==> src/rtl/even_count_sequencer_if.sv <==
// Command/status bundle for even_count_sequencer: move request handshake plus counter status.
interface even_count_sequencer_if #(
  parameter int unsigned WIDTH   = 4,
  parameter int unsigned STEPS_W = 4
);
  logic               cmd_valid;
  logic               cmd_ready;
  logic               cmd_dir;
  logic [STEPS_W-1:0] cmd_steps;
  logic               cmd_abort;
  logic [WIDTH-1:0]   Q;
  logic               Y;
  logic               busy;
  logic               done;
  logic               aborted;
  logic               wrap;

  modport master (
    output cmd_valid, cmd_dir, cmd_steps, cmd_abort,
    input  cmd_ready, Q, Y, busy, done, aborted, wrap
  );

  modport slave (
    input  cmd_valid, cmd_dir, cmd_steps, cmd_abort,
    output cmd_ready, Q, Y, busy, done, aborted, wrap
  );
endinterface

==> src/rtl/even_count_sequencer.sv <==
// Even up/down T-flip-flop counter (Q[0] tied low) with a command FSM that steps it N times.
// Optional macro SATURATE_EN: steps that would wrap are suppressed (Q clamps) and flagged on wrap.
module even_count_sequencer #(
  parameter int unsigned WIDTH   = 4,
  parameter int unsigned STEPS_W = 4
) (
  input logic                   clk,
  input logic                   reset,
  even_count_sequencer_if.slave cmd
);

  typedef enum logic [1:0] {IDLE, RUN, DONE} state_e;

  state_e             state_q, state_d;
  logic [WIDTH-1:1]   q_q, q_d;
  logic               y_q, y_d;
  logic [STEPS_W-1:0] remaining_q, remaining_d;
  logic               ready_q, ready_d;
  logic               busy_q, busy_d;
  logic               done_q, done_d;
  logic               aborted_q, aborted_d;
  logic               wrap_q, wrap_d;

  logic             step_en;
  logic             at_bound;
  logic [WIDTH-1:1] tog;

  // Toggle enables: a ripple of "all lower bits at the carry/borrow level";
  // the chain surviving past the MSB means the step would wrap.
  always_comb begin
    tog      = '0;
    at_bound = 1'b1;
    for (int i = 1; i < WIDTH; i++) begin
      tog[i]   = at_bound;
      at_bound = at_bound & (y_q ? ~q_q[i] : q_q[i]);
    end
  end

  // Sequencer next-state and registered-output inputs.
  always_comb begin
    state_d     = state_q;
    q_d         = q_q;
    y_d         = y_q;
    remaining_d = remaining_q;
    aborted_d   = aborted_q;
    wrap_d      = 1'b0;
    step_en     = 1'b0;

    case (state_q)
      IDLE: begin
        if (cmd.cmd_valid) begin
          y_d         = cmd.cmd_dir;
          remaining_d = cmd.cmd_steps;
          state_d     = (cmd.cmd_steps == '0) ? DONE : RUN;
        end
      end
      RUN: begin
        if (cmd.cmd_abort) begin
          remaining_d = '0;
          aborted_d   = 1'b1;
          state_d     = DONE;
        end else begin
          step_en     = 1'b1;
          remaining_d = remaining_q - STEPS_W'(1);
          if (remaining_q == STEPS_W'(1)) begin
            state_d = DONE;
          end
        end
      end
      DONE:    state_d = IDLE;
      default: state_d = IDLE;
    endcase

    if (step_en) begin
      wrap_d = at_bound;
`ifdef SATURATE_EN
      if (!at_bound) begin
        q_d = q_q ^ tog;
      end
`else
      q_d = q_q ^ tog;
`endif
    end

    // aborted is only meaningful alongside done
    if (state_d != DONE) begin
      aborted_d = 1'b0;
    end

    ready_d = (state_d == IDLE);
    busy_d  = (state_d == RUN);
    done_d  = (state_d == DONE);
  end

  always_ff @(posedge clk or posedge reset) begin
    if (reset) begin
      state_q     <= IDLE;
      q_q         <= '0;
      y_q         <= 1'b0;
      remaining_q <= '0;
      ready_q     <= 1'b1;
      busy_q      <= 1'b0;
      done_q      <= 1'b0;
      aborted_q   <= 1'b0;
      wrap_q      <= 1'b0;
    end else begin
      state_q     <= state_d;
      q_q         <= q_d;
      y_q         <= y_d;
      remaining_q <= remaining_d;
      ready_q     <= ready_d;
      busy_q      <= busy_d;
      done_q      <= done_d;
      aborted_q   <= aborted_d;
      wrap_q      <= wrap_d;
    end
  end

  assign cmd.cmd_ready = ready_q;
  assign cmd.Q         = {q_q, 1'b0};
  assign cmd.Y         = y_q;
  assign cmd.busy      = busy_q;
  assign cmd.done      = done_q;
  assign cmd.aborted   = aborted_q;
  assign cmd.wrap      = wrap_q;

endmodule

==> src/flat_wrapper.sv <==
// flat-port wrapper written by rule: the top's interface ports become plain ports
module even_count_sequencer_flat 
#(
  parameter int unsigned WIDTH   = 4,
  parameter int unsigned STEPS_W = 4
)
  (clk, reset, cmd_cmd_valid, cmd_cmd_dir, cmd_cmd_steps, cmd_cmd_abort, cmd_cmd_ready, cmd_Q, cmd_Y, cmd_busy, cmd_done, cmd_aborted, cmd_wrap);
  even_count_sequencer_if #(.WIDTH(WIDTH), .STEPS_W(STEPS_W)) cmd_i ();
  input logic clk;
  input logic reset;
  input wire logic [$bits(cmd_i.cmd_valid)-1:0] cmd_cmd_valid;
  input wire logic [$bits(cmd_i.cmd_dir)-1:0] cmd_cmd_dir;
  input wire logic [$bits(cmd_i.cmd_steps)-1:0] cmd_cmd_steps;
  input wire logic [$bits(cmd_i.cmd_abort)-1:0] cmd_cmd_abort;
  output wire logic [$bits(cmd_i.cmd_ready)-1:0] cmd_cmd_ready;
  output wire logic [$bits(cmd_i.Q)-1:0] cmd_Q;
  output wire logic [$bits(cmd_i.Y)-1:0] cmd_Y;
  output wire logic [$bits(cmd_i.busy)-1:0] cmd_busy;
  output wire logic [$bits(cmd_i.done)-1:0] cmd_done;
  output wire logic [$bits(cmd_i.aborted)-1:0] cmd_aborted;
  output wire logic [$bits(cmd_i.wrap)-1:0] cmd_wrap;
  assign cmd_i.cmd_valid = cmd_cmd_valid;
  assign cmd_i.cmd_dir = cmd_cmd_dir;
  assign cmd_i.cmd_steps = cmd_cmd_steps;
  assign cmd_i.cmd_abort = cmd_cmd_abort;
  assign cmd_cmd_ready = cmd_i.cmd_ready;
  assign cmd_Q = cmd_i.Q;
  assign cmd_Y = cmd_i.Y;
  assign cmd_busy = cmd_i.busy;
  assign cmd_done = cmd_i.done;
  assign cmd_aborted = cmd_i.aborted;
  assign cmd_wrap = cmd_i.wrap;
  even_count_sequencer #(.WIDTH(WIDTH), .STEPS_W(STEPS_W)) u_core (.clk(clk), .reset(reset), .cmd(cmd_i));
endmodule
==> config.mk <==
export PLATFORM = sky130hd
export DESIGN_NAME = even_count_sequencer_flat
export DESIGN_NICKNAME = d
export VERILOG_FILES = /design/src/rtl/even_count_sequencer_if.sv /design/src/rtl/even_count_sequencer.sv /design/src/flat_wrapper.sv
export SDC_FILE = /design/constraint.sdc
export NUM_CORES = 1
export LEC_CHECK = 0
export ABC_CLOCK_PERIOD_IN_PS = 1600
export BUFFER_PORTS_ARGS = -buffer_cell sky130_fd_sc_hd__clkbuf_2
export CELL_PAD_IN_SITES_DETAIL_PLACEMENT = 0
export CELL_PAD_IN_SITES_GLOBAL_PLACEMENT = 1
export CORE_MARGIN = 4
export CORE_UTILIZATION = 38
export DETAILED_ROUTE_END_ITERATION = 8
export PLACE_DENSITY_LB_ADDON = 0.15
export SKIP_CTS_REPAIR_TIMING = 1
export SLEW_MARGIN = 10
export SYNTH_ARGS = -nofsm -noshare
export SYNTH_HDL_FRONTEND = slang
export SYNTH_SLANG_ARGS = --single-unit
==> constraint.sdc <==
create_clock -name clk -period 1.6 [get_ports clk]
set_input_delay 0.4 -clock clk [delete_from_list [all_inputs] [get_ports clk]]
set_output_delay 0.4 -clock clk [all_outputs]
set_load 0.1 [all_outputs]
==> impl_metrics.ini <==
[synth]
yosysWarnings = 0
synth.distinct_cells = 32
yosysSeqAreaShare = 0.510
synthArstFlopShare = 1.00
synth.cells.most_frequent = dfrtp_1 (14), inv_1 (7), a21oi_1 (4), nand2_1 (4), o22ai_1 (4)
synth_area_leaders = dfrtp_1 (47%), dfstp_2 (3.6%), inv_1 (3.6%)
syn_inst = 67
synthMostInstantiatedCell = dfrtp_1
synth_edf_count = 0
yosys.area.top_type = dfrtp_1
avgSynthCellArea_um2 = 11.0
synthesis.area_um2 = 738
ys_seq_elements = 15
synth_top_area_share = 0.475
ys.flop_type = dfrtp_1
syn_nets = 78

[critical_path]
path_buf_inv = 1
worstReg2RegStart = u_core.state_q[1]
end_kind = primary output
cp.required_ps = 1200
slowest_delay_ps = 450
crit_slowest_cell = clkbuf_2
startpoint_type = flip-flop
crit_path_max_fanout = 1
crit_family = buffers and inverters
worstRegToRegCells = 3
path_cells = clkbuf_2
critPathArrivalTime_ps = 1060
crit_type = flip-flop to primary output
reg2reg_slack_ps = 230
r2r-end = u_core.remaining_q[3]

[clock_tree]
path_clk_slew_ps = 90
htree_levels = 1
cts_buffer_depth = 2
clock_latency_ps = 280
cts_tree = done
cts_root_buffer = clkbuf_4
clkSinkCount = 15
numCtsBuffers = 3

[routing]
wl_um = 1450
vias = 567
viasPerCell = 4.97
first_pass_iters = 4
ant_nets = 0
drc = 0
wl_per_cell_um = 12.7
drt_iter0_drc = 7

[cells_and_area]
num_antenna_cells = 0
final_core_util = 0.532
layout-drive-gt1-share = 0.360
num-nets-final = 101
syn_to_final_growth_pct = 28.5
stdcell_area_um2 = 948

[global_route]
antenna_found_initial = 0
grt-ovfl-total = 0
first_global_vias = 565
grt_first_pass_wirelength_um = 2440
grt_max_degree = 16
track_usage = 0.124

[placed_design]
portBuffers = 17
dpl.hpwl_um = 1060
placed_area_um2 = 922
finalWeightedCongestion = 0.745

[sta]
min_period_ps = 1460
max_slew_margin = 0.617
hold_viol_final = 0
finClkSkew_ps = 2.24
tightestPinTransition_ps = 574
finalCritPeriodShare = 0.911
finalSetupViolations = 0
drv_slew = 0
tns_ps = 0
fmax_mhz = 686
rsz0062_at_grt = false

[die]
num_rows = 15
core_um2 = 1780
dieHeight_um = 52.1
dieWidth_um = 52.1
io_pins = 19
start_util = 0.414
dieArea_um2 = 2710

[hold_path]
min_path_type = input pin to async pin

[status]
status = completed

[flow_run]
max_cap_violations = 0
==> worst register-to-register path: stages, from the launching register on <==
cell and delay, ps:
dfrtp_1 460, or3b_1 490, o21ba_1 210, o22ai_1 140
==> layer usage <==
layer | global-route usage | wire length, µm
met2 | 0.184 | 621
met3 | 0.0344 | 93
met4 | 0.0524 | 26
met5 | 0 | 0
met1 | 0.168 | 709
==> placed cells by master, fill, tap and decap left out, types with 2 or more instances in the layout <==
master and count:
dfrtp_2 4, o22ai_1 4, a22o_1 2, xnor2_1 3, clkbuf_2 11, nand2_1 4, buf_4 6, a21oi_1 4
nor3b_1 3, dfrtp_1 10, inv_1 7, buf_12 3, clkbuf_4 3, a32oi_1 2, ha_1 2
==> area by class of cell <==
type	count	area (µm²)
fillers	163	835
flip-flops and latches	15	382
multi-input cells	43	323
repair buffers	20	160
well taps	25	31.3
clock buffers	4	26.3
inverters	7	26.3
==> stage by stage <==
stage                     std cells  hold WS (ps)  setup WS, ps
after floorplan                  67           300          70.9
after global placement          110           468           229
after detailed placement        110           463           198
after CTS                       114           159           133
after global routing            114           189           105
final                           114           146           143
==> worst max path at each step <==
stage | start | to | slack, ps | cells past startpoint
floorplan | u_core.q_q[3] | u_core.cmd.wrap | 70 | 2
global placement | cmd_cmd_abort | u_core.remaining_q[3] | 230 | 4
detailed placement | cmd_cmd_abort | u_core.remaining_q[3] | 200 | 4
CTS | u_core.cmd.done | cmd_done | 130 | 1
global route | u_core.cmd.done | cmd_done | 110 | 1
finish | u_core.cmd.wrap | cmd_wrap | 140 | 1
==> kinds of logic (layout without fill, tap and decap cells) <==
group | after synthesis | count (layout) | synth area share
compound gates | 18 | 18 | 0.173
flops | 15 | 15 | 0.510
fa+ha+maj | 2 | 2 | 0.0339
mux | 1 | 1 | 0.0153
other cells | 1 | 1 | 0.00508
buf+inv | 9 | 31 | 0.0525
xor+xnor | 4 | 4 | 0.0475
simple gates | 17 | 17 | 0.163
==> state kept, by name (all words and copies together) (netlist names) <==
name and cells:
u_core.remaining_q 4, u_core.q_q 3, u_core.state_q 2, u_core.cmd.Y 1, u_core.cmd.aborted 1, u_core.cmd.busy 1
u_core.cmd.cmd_ready 1, u_core.cmd.done 1, u_core.cmd.wrap 1
Power is left out: the tool's default activity adds up to more than one toggle a clock period on the data nets, which glitch-free logic cannot reach.
